`src/rtl/rf_write_scheduler.sv`:
```
// Arbitrates the single register-file write port between pipeline writeback and
// the buffered MUL/DIV results, and tracks pending MDU destinations for hazard stalls.
module rf_write_scheduler #(
   parameter int DATA_W     = 64,
   parameter int ADDR_W     = 5,
   parameter int FIFO_DEPTH = 2,
   parameter int STARVE_LIM = 8
) (
   input  logic              clk,
   input  logic              reset,
   input  logic              wb_we,
   input  logic [ADDR_W-1:0] wb_wa,
   input  logic [DATA_W-1:0] wb_wd,
   input  logic              mdu_valid,
   input  logic [ADDR_W-1:0] mdu_wa,
   input  logic [DATA_W-1:0] mdu_wd,
   output logic              mdu_ready,
   input  logic              iss_valid,
   input  logic [ADDR_W-1:0] iss_wa,
   output logic              iss_stall,
   input  logic [ADDR_W-1:0] chk_ra1,
   input  logic [ADDR_W-1:0] chk_ra2,
   output logic              rd_stall,
   output logic              mdu_starve,
   output logic              we3,
   output logic [ADDR_W-1:0] wa3,
   output logic [DATA_W-1:0] wd3
);

   localparam int NREG  = 1 << ADDR_W;
   localparam int PTR_W = (FIFO_DEPTH > 1) ? $clog2(FIFO_DEPTH) : 1;
   localparam int CNT_W = $clog2(FIFO_DEPTH + 1);
   localparam int STV_W = $clog2(STARVE_LIM + 1);

   localparam logic [ADDR_W-1:0] XZR      = ADDR_W'(31);
   localparam logic [CNT_W-1:0]  DEPTH_C  = CNT_W'(FIFO_DEPTH);
   localparam logic [STV_W-1:0]  STARVE_C = STV_W'(STARVE_LIM);

   typedef struct packed {
      logic [ADDR_W-1:0] wa;
      logic [DATA_W-1:0] wd;
   } wr_req_t;

   wr_req_t           fifo_q [FIFO_DEPTH];
   wr_req_t           head;
   logic [PTR_W-1:0]  wr_ptr_q, wr_ptr_d;
   logic [PTR_W-1:0]  rd_ptr_q, rd_ptr_d;
   logic [CNT_W-1:0]  count_q, count_d;
   logic [NREG-1:0]   pending_q, pending_d;
   logic [STV_W-1:0]  starve_q, starve_d;
   logic              we3_q, we3_d;
   logic [ADDR_W-1:0] wa3_q, wa3_d;
   logic [DATA_W-1:0] wd3_q, wd3_d;

   logic wb_sel;
   logic fifo_empty;
   logic push;
   logic pop;
   logic iss_ok;

   assign head       = fifo_q[rd_ptr_q];
   assign fifo_empty = (count_q == '0);
   assign mdu_ready  = (count_q < DEPTH_C);

   // Writeback to XZR is a no-op and must not steal the port from a FIFO pop.
   assign wb_sel = wb_we & (wb_wa != XZR);
   assign pop    = ~wb_sel & ~fifo_empty;
   assign push   = mdu_valid & mdu_ready & (mdu_wa != XZR);

   assign iss_stall  = iss_valid & pending_q[iss_wa];
   assign iss_ok     = iss_valid & ~pending_q[iss_wa] & (iss_wa != XZR);
   assign rd_stall   = (pending_q[chk_ra1] & (chk_ra1 != XZR)) |
                       (pending_q[chk_ra2] & (chk_ra2 != XZR));
   assign mdu_starve = (starve_q >= STARVE_C);

   assign we3 = we3_q;
   assign wa3 = wa3_q;
   assign wd3 = wd3_q;

   // NOTE: every signal gets a default before any branch so no path leaves it unassigned (no latch).
   always_comb begin
      we3_d = 1'b0;
      wa3_d = wa3_q;
      wd3_d = wd3_q;
      if (wb_sel) begin
         we3_d = 1'b1;
         wa3_d = wb_wa;
         wd3_d = wb_wd;
      end else if (pop) begin
         we3_d = 1'b1;
         wa3_d = head.wa;
         wd3_d = head.wd;
      end
   end

   always_comb begin
      wr_ptr_d = wr_ptr_q + PTR_W'(push);
      rd_ptr_d = rd_ptr_q + PTR_W'(pop);
      count_d  = count_q + CNT_W'(push) - CNT_W'(pop);
   end

   // The issue set is applied after the pop clear so a same-cycle set wins.
   always_comb begin
      pending_d = pending_q;
      if (pop) begin
         pending_d[head.wa] = 1'b0;
      end
      if (iss_ok) begin
         pending_d[iss_wa] = 1'b1;
      end
      pending_d[XZR] = 1'b0;
   end

   always_comb begin
      starve_d = starve_q;
      if (fifo_empty || pop) begin
         starve_d = '0;
      end else if (starve_q < STARVE_C) begin
         starve_d = starve_q + 1'b1;
      end
   end

   // NOTE: state flops use non-blocking assignments so every flop samples pre-edge values.
   always_ff @(posedge clk or posedge reset) begin
      if (reset) begin
         wr_ptr_q  <= '0;
         rd_ptr_q  <= '0;
         count_q   <= '0;
         pending_q <= '0;
         starve_q  <= '0;
         we3_q     <= 1'b0;
         wa3_q     <= '0;
         wd3_q     <= '0;
      end else begin
         wr_ptr_q  <= wr_ptr_d;
         rd_ptr_q  <= rd_ptr_d;
         count_q   <= count_d;
         pending_q <= pending_d;
         starve_q  <= starve_d;
         we3_q     <= we3_d;
         wa3_q     <= wa3_d;
         wd3_q     <= wd3_d;
      end
   end

   // NOTE: buffer storage has no reset; the count makes stale entries unreachable.
   always_ff @(posedge clk) begin
      if (push) begin
         fifo_q[wr_ptr_q] <= wr_req_t'{wa: mdu_wa, wd: mdu_wd};
      end
   end

endmodule

```
`config.mk`:
```
export PLATFORM = sky130hd
export DESIGN_NAME = rf_write_scheduler
export DESIGN_NICKNAME = d
export VERILOG_FILES = /design/src/rtl/rf_write_scheduler.sv
export SDC_FILE = /design/constraint.sdc
export NUM_CORES = 1
export LEC_CHECK = 0
export ABC_AREA = 1
export CORE_MARGIN = 3
export CORE_UTILIZATION = 55
export DETAILED_ROUTE_END_ITERATION = 12
export PLACE_DENSITY = 0.92
export RECOVER_POWER = 50
export SLEW_MARGIN = 25
export SYNTH_ARGS = -nofsm -noshare
export SYNTH_HDL_FRONTEND = slang
export SYNTH_SLANG_ARGS = --single-unit
```
`constraint.sdc`:
```
create_clock -name clk -period 8.7 [get_ports clk]
set_clock_uncertainty 0.15 [all_clocks]
set_input_delay 1.74 -clock clk [delete_from_list [all_inputs] [get_ports clk]]
set_output_delay 1.74 -clock clk [all_outputs]
set_load 0.01 [all_outputs]
```
; Word-level counts from Yosys, hierarchy flattened
; Memories as Yosys holds them, arrays and structs flattened.
; Cells that the tools add are included.
[word_totals]
ff_bits = 109
ramBits = 138
out_inout_bits = 74
wordCells = 72
memories = 1
[memory_table]
columns = name, words, width, read_ports, rd_clocked_by_memory_dff, write_ports, line
row1 = fifo_q, 2, 69, 1, 0, 1, 44  ; wr_req_t fifo_q [FIFO_DEPTH];
[classes]
n_addsub = 5
order_cmp = 9
eq_ne = 5
n_mux = 22
n_bitwise = 16
n_reduce_logical = 6
[ops]
columns = operator, n
row1 = $mux W64, 2
row2 = $mux W31, 2
row3 = $and A31 B31 Y31, 1
row4 = $not A31 Y31, 1
row5 = $or A31 B31 Y31, 1
row6 = $ne A5 B5 Y1 const B, 5
row7 = $lt A5 B6 Y1 const B, 4
row8 = $bmux W1 S5, 3
row9 = $demux W1 S5, 2
row10 = $ge A5 B1 Y1 const B, 2
row11 = $mux W5, 2
row12 = $and A1 B1 Y1, 9
row13 = $mux W1, 9
row14 = $mux W4, 2
row15 = $add A4 B1 Y4 const B, 1
row16 = $ge A4 B4 Y1 const B, 1
row17 = $lt A4 B4 Y1 const B, 1
row18 = $reduce_bool A2 Y1, 2
row19 = $not A1 Y1, 3
row20 = $add A1 B1 Y1, 2
row21 = $add A2 B1 Y2, 1
row22 = $logic_and A1 B1 Y1, 2
row23 = $logic_not A2 Y1, 1
row24 = $lt A2 B2 Y1 const B, 1
row25 = 3 further kinds, 3

; Longest topological paths before layout
; Gate-level depths: netlist of the first run.
; An unclocked memory read counts as a cell.
[depth]
ltp_word = 10
depth_mapped = 14
depth_no_buf = 12

; Least setup slack after synthesis of the first run
; No wires, ideal clock.
[synth_path]
path_type = input to output
from = input port chk_ra2[0]
to = output port rd_stall
arrival_time_ns = 2.822
t_required_ns = 6.810
slack_ns = 3.988
stages = 9
n_path_buf = 2
path_cell_list = clkbuf_1 -> clkbuf_1 -> nand2_1 -> o211ai_1 -> o21ai_0 -> a21oi_1 -> nand3_1 -> nand2_1 -> nand3_1
[synth_via]
elab_chain_len = 4
[synth_rtl]
columns = element, line
row1 = "start, declared", 22  ; input logic [ADDR_W-1:0] chk_ra2,
row2 = $bmux W1 S5, 73  ; (pending_q[chk_ra2] & (chk_ra2 != XZR));
row3 = $mux W1 (not written as such), 73
row4 = $and A1 B1 Y1 *, 73
row5 = $or A1 B1 Y1 *, 72  ; assign rd_stall = (pending_q[chk_ra1] & (chk_ra1 != XZR)) |
row6 = "end, declared", 23  ; output logic rd_stall,
; Mark *: on every way between the ends. The rest lies on a longest branch, timed or not. The select of a mux whose other input is x is not followed.

; Final worst setup path of the first run
[layout_path]
from = input port iss_wa[0]
to = output port iss_stall
[layout_via]
elab_chain_len = 3
[layout_rtl]
columns = element, line
row1 = "start, declared", 19  ; input logic [ADDR_W-1:0] iss_wa,
row2 = $bmux W1 S5, 70  ; assign iss_stall = iss_valid & pending_q[iss_wa];
row3 = $mux W1 (not written as such), 70
row4 = $and A1 B1 Y1, 70
row5 = "end, declared", 20  ; output logic iss_stall,
; Every way passes these cells. The select of a mux whose other input is x is not followed.

==> results of run 1 <==
## metal layers
metal | wire length [µm] | share of wire, % | global-route usage (%) | up-vias
li1 | - | - | - | 3899
met1 | 13000 | 34 | 40.3 | 4578
met2 | 18900 | 49 | 57.8 | 807
met3 | 4350 | 11 | 8.16 | 213
met4 | 2350 | 6.1 | 13.8 | 12
met5 | 67 | 0.17 | 0 | -
## kinds of logic after synthesis
logic type / share of synthesized area (%)
muxes: 5.23
and+or+nand+nor: 16.7
AOI/OAI and AO/OA: 8.77
DFF: 64.1
adders and majority gates: 0.700
buffers and inverters: 4.31
xor gates and xnor gates: 0.245
## synthesized netlist by cell type (3+ instances only)
cell / n
a21oi_1: 19
buf_2: 14
buf_6: 5
clkbuf_1: 23
dfrtp_1: 109
edfxtp_1: 138
ha_1: 6
inv_1: 52
inv_2: 5
mux2i_1: 56
nand2_1: 294
nand2_2: 4
nand3_1: 63
nand3b_1: 4
nand4_1: 4
nor2_1: 45
nor2_2: 3
nor3_1: 7
o211ai_1: 59
o21ai_0: 55
o21ai_1: 5
o311ai_0: 8
or2_2: 5
## worst paths after layout
kind | slack, ps | to | depth (start not counted) | startpoint
max in group asynchronous | 2700 | pending_q[8] | 3 | reset
min in group asynchronous | 2420 | wd3[38] | 2 | reset
worst min register to register | 340 | wd3[41] | 2 | wd3[41]
worst max-delay path | 2540 | iss_stall | 11 | iss_wa[0]
worst min-delay path | 340 | wd3[41] | 2 | wd3[41]
worst max register to register | 5550 | pending_q[7] | 6 | rd_ptr_q
## placed cells by master, fill, tap and decap left out, types with 7 or more instances in the layout
| cell type | count |
|---|---|
| edfxtp_1 | 138 |
| o211ai_1 | 59 |
| nand3_1 | 63 |
| nor2_1 | 44 |
| diode_2 | 12 |
| o21ai_0 | 55 |
| mux2i_1 | 56 |
| clkbuf_16 | 23 |
| dfrtp_1 | 108 |
| inv_1 | 51 |
| clkdlybuf4s50_1 | 134 |
| clkinv_2 | 8 |
| dlygate4sd3_1 | 97 |
| nor3_1 | 7 |
| a21oi_1 | 19 |
| o311ai_0 | 8 |
| nand2_1 | 293 |
## worst reg2reg max path, cell delays in order, from the launching register on
cell and delay, ps:
dfrtp_4 840, buf_4 640, o21ai_1 370, nor2_1 330
nand2_1 200, o21ai_0 360, nand2_1 130
## layout make-up
| class | count | area (µm²) |
|---|---|---|
| Clock buffer | 27 | 621 |
| Fill cell | 1041 | 4940 |
| Antenna cell | 12 | 30.0 |
| Timing Repair Buffer | 238 | 2390 |
| Clock inverter | 15 | 155 |
| Tap cell | 260 | 325 |
| Multi-Input combinational cell | 648 | 3410 |
| Inverter | 57 | 215 |
| Sequential cell | 247 | 6880 |
## flip-flops by register name (all words and copies together) (netlist names)
register,cells
we3,1
starve_q,4
pending_q,31
wd3,64
count_q,2
rd_ptr_q,1
fifo_q,138
wr_ptr_q,1
wa3,5
## power groups by stage
stage,sequential [mW],clock (mW),combinational (mW)
global route,1.89,1.10,1.40
detailed placement,1.85,0,1.25
finish,1.87,1.06,1.33
floorplan,1.79,0,0.679
global placement,1.84,0,1.20
CTS,1.85,1.05,1.30
==> flow_summary.ini, run 1 <==
[yosys]
ys_seq_area_share_pct = 64.1
synth_area_um2 = 10700
ys_types = 34
synth_top_cell_area_share_pct = 38.6
synth_seq_cells = 247
synth-edff-count = 138
syn_inst = 997
syn_avg_cell_area_um2 = 10.8
synth_area_leader_cell = edfxtp_1
yosys_warnings = 0
async_reset_ff_share_pct = 44.1
synth_flop_cell = edfxtp_1
syn_nets = 1161
synthTopCellsByArea = edfxtp_1 39%, dfrtp_1 25%, nand2_1 10%

[sta]
hold_slack_ps = 344
fmax_mhz = 162
slew_headroom_pct = -112
drv_slew = 142
finalHoldViolCount = 0
tightestPinTransition_ps = 3160
setup_viol = 0
period_share_pct = 70.8
fin_ws_ps = 2540
timing.setup.tns_ps = 0
rsz0062_at_grt = false
min_period_ps = 6160

[cells_and_area]
drive_gt1_share_pct = 5.76
final_area_um2 = 14000
utilization_pct = 74.0
layout.nets = 1379
final_cell_count_no_fill = 1504
areaGrowthSynthToFinish_pct = 30.7

[floorplan]
dieWidth_um = 146
io_pins = 232
die_y_um = 146
rows = 50
die_area_um2 = 21200
initial_core_util_pct = 56.6
core_um2 = 19000

[min_path]
worst_hold_path_type = reg -> reg

[route]
drtPass1Iterations = 6
detail-route-antenna-nets = 0
wirelength_um = 38600
vias = 9509
first_iter_violations = 1090
wire_per_inst_um = 25.7
vias_per_cell = 6.32
drc = 0

[worst_setup_path]
worst-path-buf-inv = 3
critPathArrivalTime_ps = 4270
critPathMostFrequentCell = nand2_1
critPathSlowestCell = clkdlybuf4s50_1
required_ps = 6810
critPathMaxFanout = 20
path_cells = clkdlybuf4s50_1 > inv_2 > nand2_1 > nand2_1 > nand2_1 > nand2_1 > nand2_1 > nand2_1 > nor2_2 > a21oi_1 > clkdlybuf4s50_1
end_kind = primary output
worst-setup-path-type = in -> out
start_kind = input port
critical_path.top_delay_family = buffers and inverters
max_stage_delay_ps = 800

[clock_network]
cts-resized-gates = 0
clk-insertion-delay-late_ps = 520
htreeDepth = 1
cts-root-buf = clkbuf_16
tritoncts = yes
cts_buffers = 23
clk_pin_slew_worst_paths_ps = 70
clkSinkCount = 247
cts_hold_buffers = 0
post_cts.repair.setup_buffers = 0
clk_path_buf_depth = 3

[global_routing]
grt_overflow = 0
track_usage_pct = 33.4
antenna_found_initial = 14
grt_pass1_vias = 9549
grt_max_degree = 72
grt_pass1_wl_um = 55500

[status]
outcome = finished, violations left
violations = capacitance limit, slew limit

[power]
ir_worst_vdd_mv = 0.213
power.internal_mw = 2.73
combPwrFrac_pct = 31.2
power.switching_mw = 1.53
report.power.total_mw = 4.26
clockPowerShare_pct = 24.8
swShare_pct = 36.0
seq_power_share_pct = 44.0
p_per_area_nw_per_um2 = 304
leakage_nw = 5.64

[placement]
placed_area_um2 = 13200
place_congestion = 0.962
dp_slack_ps = 2590
portBuffers = 231
placed_cells = 1448
dp_hpwl_um = 21900

[run]
max_cap_violations = 3
No activity file was read; power rests on OpenSTA's default activity.
==> run 2, diff against run 1 <==
--- a/config.mk
+++ b/config.mk
@@ -7,9 +7,9 @@
 export LEC_CHECK = 0
 export ABC_AREA = 1
 export CORE_MARGIN = 3
-export CORE_UTILIZATION = 55
+export CORE_UTILIZATION = 46
 export DETAILED_ROUTE_END_ITERATION = 12
-export PLACE_DENSITY = 0.92
+export PLACE_DENSITY = 0.82
 export RECOVER_POWER = 50
 export SLEW_MARGIN = 25
 export SYNTH_ARGS = -nofsm -noshare
==> constraint.sdc (replaced) <==
create_clock -name clk -period 5.2 [get_ports clk]
set_clock_uncertainty 0.15 [all_clocks]
set_input_delay 1.04 -clock clk [delete_from_list [all_inputs] [get_ports clk]]
set_output_delay 1.04 -clock clk [all_outputs]
set_load 0.01 [all_outputs]
==> flow_summary.ini, run 2 (synthesized netlist as in run 1, its figures left out) <==
[status]
outcome = finished, violations left
violations = capacitance limit, slew limit

[global_routing]
grt_pass1_wl_um = 46900
grt_pass1_vias = 8718
track_usage_pct = 24.1
antenna_found_initial = 11
grt_max_degree = 71
grt_overflow = 0

[worst_setup_path]
end_kind = primary output
critPathSlowestCell = clkdlybuf4s50_1
critPathArrivalTime_ps = 3330
critPathMaxFanout = 21
worst-setup-path-type = in -> out
path_cells = clkdlybuf4s50_1 > inv_1 > a21oi_1 > o21ai_0 > nand3_1 > nand3_1 > nand2_1 > nand2_1 > nand3_1 > clkdlybuf4s50_1
max_stage_delay_ps = 870
r2r_setup_slack_ps = 2360
critPathMostFrequentCell = nand3_1
required_ps = 4010
start_kind = input port

[power]
report.power.total_mw = 6.83
ir_worst_vdd_mv = 0.324
leakage_nw = 5.65
p_per_area_nw_per_um2 = 484

[floorplan]
rows = 55
die_y_um = 159
dieWidth_um = 159
core_um2 = 22800
initial_core_util_pct = 47.1
io_pins = 232
die_area_um2 = 25200

[sta]
fmax_mhz = 221
rsz0062_at_grt = false
finalHoldViolCount = 0
period_share_pct = 86.9
tightestPinTransition_ps = 3090
hold_slack_ps = 345
timing.setup.tns_ps = 0
drv_slew = 66
slew_headroom_pct = -107
min_period_ps = 4520
setup_viol = 0

[cells_and_area]
final_common_cell = nand2_1
top_register = fifo_q
mostFrequentLayoutCells = 293 x nand2_1, 146 x clkdlybuf4s50_1, 138 x edfxtp_1
areaGrowthSynthToFinish_pct = 31.7
seq_area_um2 = 6880
layout.nets = 1390
multiInputGateArea_um2 = 3410
largest_reg_flops = 138
nFillCells = 1741
drive_gt1_share_pct = 5.87

[placement]
portBuffers = 231
dp_hpwl_um = 21200
place_congestion = 0.962

[route]
drtPass1Iterations = 6
drc = 0
wire_per_inst_um = 19.9
vias = 8595
vias_per_cell = 5.50
first_iter_violations = 593
wirelength_um = 31100
detail-route-antenna-nets = 0

[clock_network]
clk_path_buf_depth = 3
htreeDepth = 1
cts_hold_buffers = 0
clk_pin_slew_worst_paths_ps = 60
cts-root-buf = clkbuf_16
tritoncts = yes
post_cts.repair.setup_buffers = 0
clk-insertion-delay-late_ps = 500
cts_buffers = 24
cts-resized-gates = 0
clkSinkCount = 247

[min_path]
worst_hold_path_type = reg -> reg

[run]
max_cap_violations = 1
run 2: cell count changes in the layout (fill, tap and decap cells not counted), sizes merged:
| cell | before | now |
|---|---|---|
| clkinvlp | 1 | 2 |
| buf | 6 | 14 |
| bufinv | 3 | 1 |
| clkbuf | 28 | 37 |
| inv | 57 | 56 |
| clkinv | 11 | 8 |
| diode | 12 | 6 |
| clkdlybuf4s50 | 134 | 146 |
| dlygate4sd3 | 97 | 85 |
run 2: worst max-delay path, delay by kind of cell:
| kind | cells | cell delay, ps |
|---|---|---|
| compound gates | 2 | 300 |
| buf+inv | 3 | 1640 |
| simple gates | 5 | 350 |
run 2: where the power goes:
| part | internal [mW] | switching [mW] | total, mW |
|---|---|---|---|
| Sequential | 2.64 | 0.468 | 3.11 |
| Clock | 0.958 | 0.698 | 1.66 |
| Combinational | 0.924 | 1.15 | 2.07 |
| Total | 4.52 | 2.31 | 6.83 |
run 2: routing by layer:
layer  vias to the layer above  track usage, %  part of all wire [%]
li1                       3921               -                     -
met1                      4156            29.9                    38
met2                       431            39.5                    48
met3                        77            7.61                   9.9
met4                        10            9.22                   3.3
met5                         -               0                  0.19
run 2: stage by stage:
step	utilization (%)	area (µm²)	setup slack (ps)	std cells
2_1_floorplan	-	10700	1140	997
3_3_place_gp	58.5	13300	783	1511
3_5_place_dp	58.5	13300	743	1511
4_1_cts	61.8	14100	737	1555
5_1_grt	62.0	14100	430	1563
6_report	62.0	14100	682	1563
run 2: final cells by class:
type	count	area share, %
sequential	247	48.7
multi-input combinational	648	24.2
timing repair buffer	248	17.4
clock buffer	34	4.81
tap	313	2.77
inverter	57	1.52
clock inverter	10	0.514
antenna	6	0.106
run 2: final timing paths:
path / start / to / cells past startpoint
worst min register to register: wd3[1] / wd3[1] / 2
worst max-delay path: chk_ra1[0] / rd_stall / 10
worst max register to register: rd_ptr_q / pending_q[28] / 8
min in group asynchronous: reset / wd3[42] / 2
worst min-delay path: wd3[1] / wd3[1] / 2
max in group asynchronous: reset / wd3[31] / 3
==> run 3, diff against run 2 <==
--- a/config.mk
+++ b/config.mk
@@ -7,9 +7,10 @@
 export LEC_CHECK = 0
 export ABC_AREA = 1
 export CORE_MARGIN = 3
-export CORE_UTILIZATION = 46
+export CORE_UTILIZATION = 55
 export DETAILED_ROUTE_END_ITERATION = 12
-export PLACE_DENSITY = 0.82
+export DONT_BUFFER_PORTS = 1
+export PLACE_DENSITY = 0.79
 export RECOVER_POWER = 50
 export SLEW_MARGIN = 25
 export SYNTH_ARGS = -nofsm -noshare
==> flow_summary.ini, run 3 (synthesized netlist as in run 1, its figures left out) <==
[placement]
dp_slack_ps = 1820
place_congestion = 0.926
portBuffers = 0
placed_cells = 1219
dp_hpwl_um = 18200

[cells_and_area]
antennaDiodeCount = 0
nFillCells = 1500
areaGrowthSynthToFinish_pct = 9.64
final_cell_count_no_fill = 1267
mostFrequentLayoutCells = 293 x nand2_1, 138 x edfxtp_1, 108 x dfrtp_1
drive_gt1_share_pct = 6.75
layout.nets = 1152
final_common_cell = nand2_1
top_register = fifo_q
largest_reg_flops = 138

[floorplan]
dieWidth_um = 146
rows = 50
io_pins = 232
die_y_um = 146
initial_core_util_pct = 56.6
die_area_um2 = 21200
core_um2 = 19000

[power]
ir_worst_vdd_mv = 0.434
clockPowerShare_pct = 28.1
swShare_pct = 33.4
seq_power_share_pct = 49.6
leakage_nw = 4.74
power.internal_mw = 4.23
combPwrFrac_pct = 22.4
power.switching_mw = 2.13
p_per_area_nw_per_um2 = 541
report.power.total_mw = 6.36

[global_routing]
grt_pass1_wl_um = 40800
grt_pass1_vias = 7236
grt_overflow = 0
grt_max_degree = 71
track_usage_pct = 24.1
antenna_found_initial = 0

[status]
outcome = finished, violations left
violations = capacitance limit, slew limit

[sta]
fmax_mhz = 280
finalHoldViolCount = 0
timing.setup.tns_ps = 0
tightestPinTransition_ps = 3100
rsz0062_at_grt = false
slew_headroom_pct = -107
period_share_pct = 68.6
setup_viol = 0
min_period_ps = 3570
drv_slew = 57
fin_ws_ps = 1630

[worst_setup_path]
worst-setup-path-type = in -> async
start_kind = input port
critPathArrivalTime_ps = 3350
r2r_start = count_q[1]
worst-path-stages = 2
path_cells = clkinvlp_2 > clkbuf_1
critPathMaxFanout = 56
worst_r2r_path_depth = 5
max_stage_delay_ps = 2180
worst-path-buf-inv = 2
reg2reg_to = fifo_q[0][61]
required_ps = 4980
critical_path.top_delay_family = buffers and inverters
critPathSlowestCell = clkbuf_1
r2r_setup_slack_ps = 2470
end_kind = async pin

[clock_network]
cts_hold_buffers = 0
htreeDepth = 1
tritoncts = yes
cts-resized-gates = 0
clk_pin_slew_worst_paths_ps = 60
clkSinkCount = 247
clk-insertion-delay-late_ps = 520
post_cts.repair.setup_buffers = 0
clk_path_buf_depth = 3
cts-root-buf = clkbuf_16
cts_buffers = 25

[route]
drtPass1Iterations = 5
drc = 0
vias = 7341
wire_per_inst_um = 20.8
vias_per_cell = 5.79
wirelength_um = 26300
first_iter_violations = 521
detail-route-antenna-nets = 0

[min_path]
worst_hold_path_type = in -> async

[run]
max_cap_violations = 1
-- run 3: changes by cell type in the layout (fill, tap and decap cells not counted), sizes merged --
| cell | delta |
|---|---|
| clkinv | -5 |
| dlygate4sd3 | -85 |
| inv | +2 |
| clkinvlp | -1 |
| clkdlybuf4s50 | -146 |
| diode | -6 |
| buf | -6 |
| bufinv | +2 |
| clkbuf | +2 |
-- run 3: how the worst max path moves through the flow --
stage                   start           end  slack [ps]
floorplan               reset    count_q[0]        1140
global placement    iss_wa[2]     iss_stall        1820
detailed placement  iss_wa[2]     iss_stall        1820
CTS                 iss_wa[2]     iss_stall        1800
global route            reset           we3        1100
finish                  reset  pending_q[8]        1630
-- run 3: area by class of cell --
cell class	instances	area (µm²)	area share, %
clock buffer	38	694	5.91
clock inverter	8	123	1.04
timing repair buffer	9	124	1.05
sequential	247	6880	58.5
tap	260	325	2.77
inverter	57	215	1.83
multi-input combinational	648	3400	28.9
-- run 3: power groups by stage --
stage	Sequential, mW	Combinational [mW]	Clock, mW
finish	3.15	1.42	1.78
global route	3.20	1.60	1.89
CTS	3.16	1.42	1.81
detailed placement	3.19	1.42	0
global placement	3.17	1.37	0
floorplan	3.00	1.14	0
-- run 3: metal layers --
| layer | up-vias | track usage [%] | wire [µm] |
|---|---|---|---|
| met5 | - | 0 | 0 |
| met2 | 305 | 40.2 | 13100 |
| met1 | 3571 | 30.5 | 10000 |
| met4 | 0 | 7.26 | 767 |
| met3 | 42 | 7.69 | 2490 |
| li1 | 3423 | - | - |
-- run 3: through the flow --
step,instance area [µm²],utilization (%),hold slack [ps]
2_1_floorplan,10700,-,328
3_3_place_gp,10900,57.4,343
3_5_place_dp,10900,57.6,354
4_1_cts,11700,61.9,77.3
5_1_grt,11800,62.0,102
6_report,11800,62.0,116
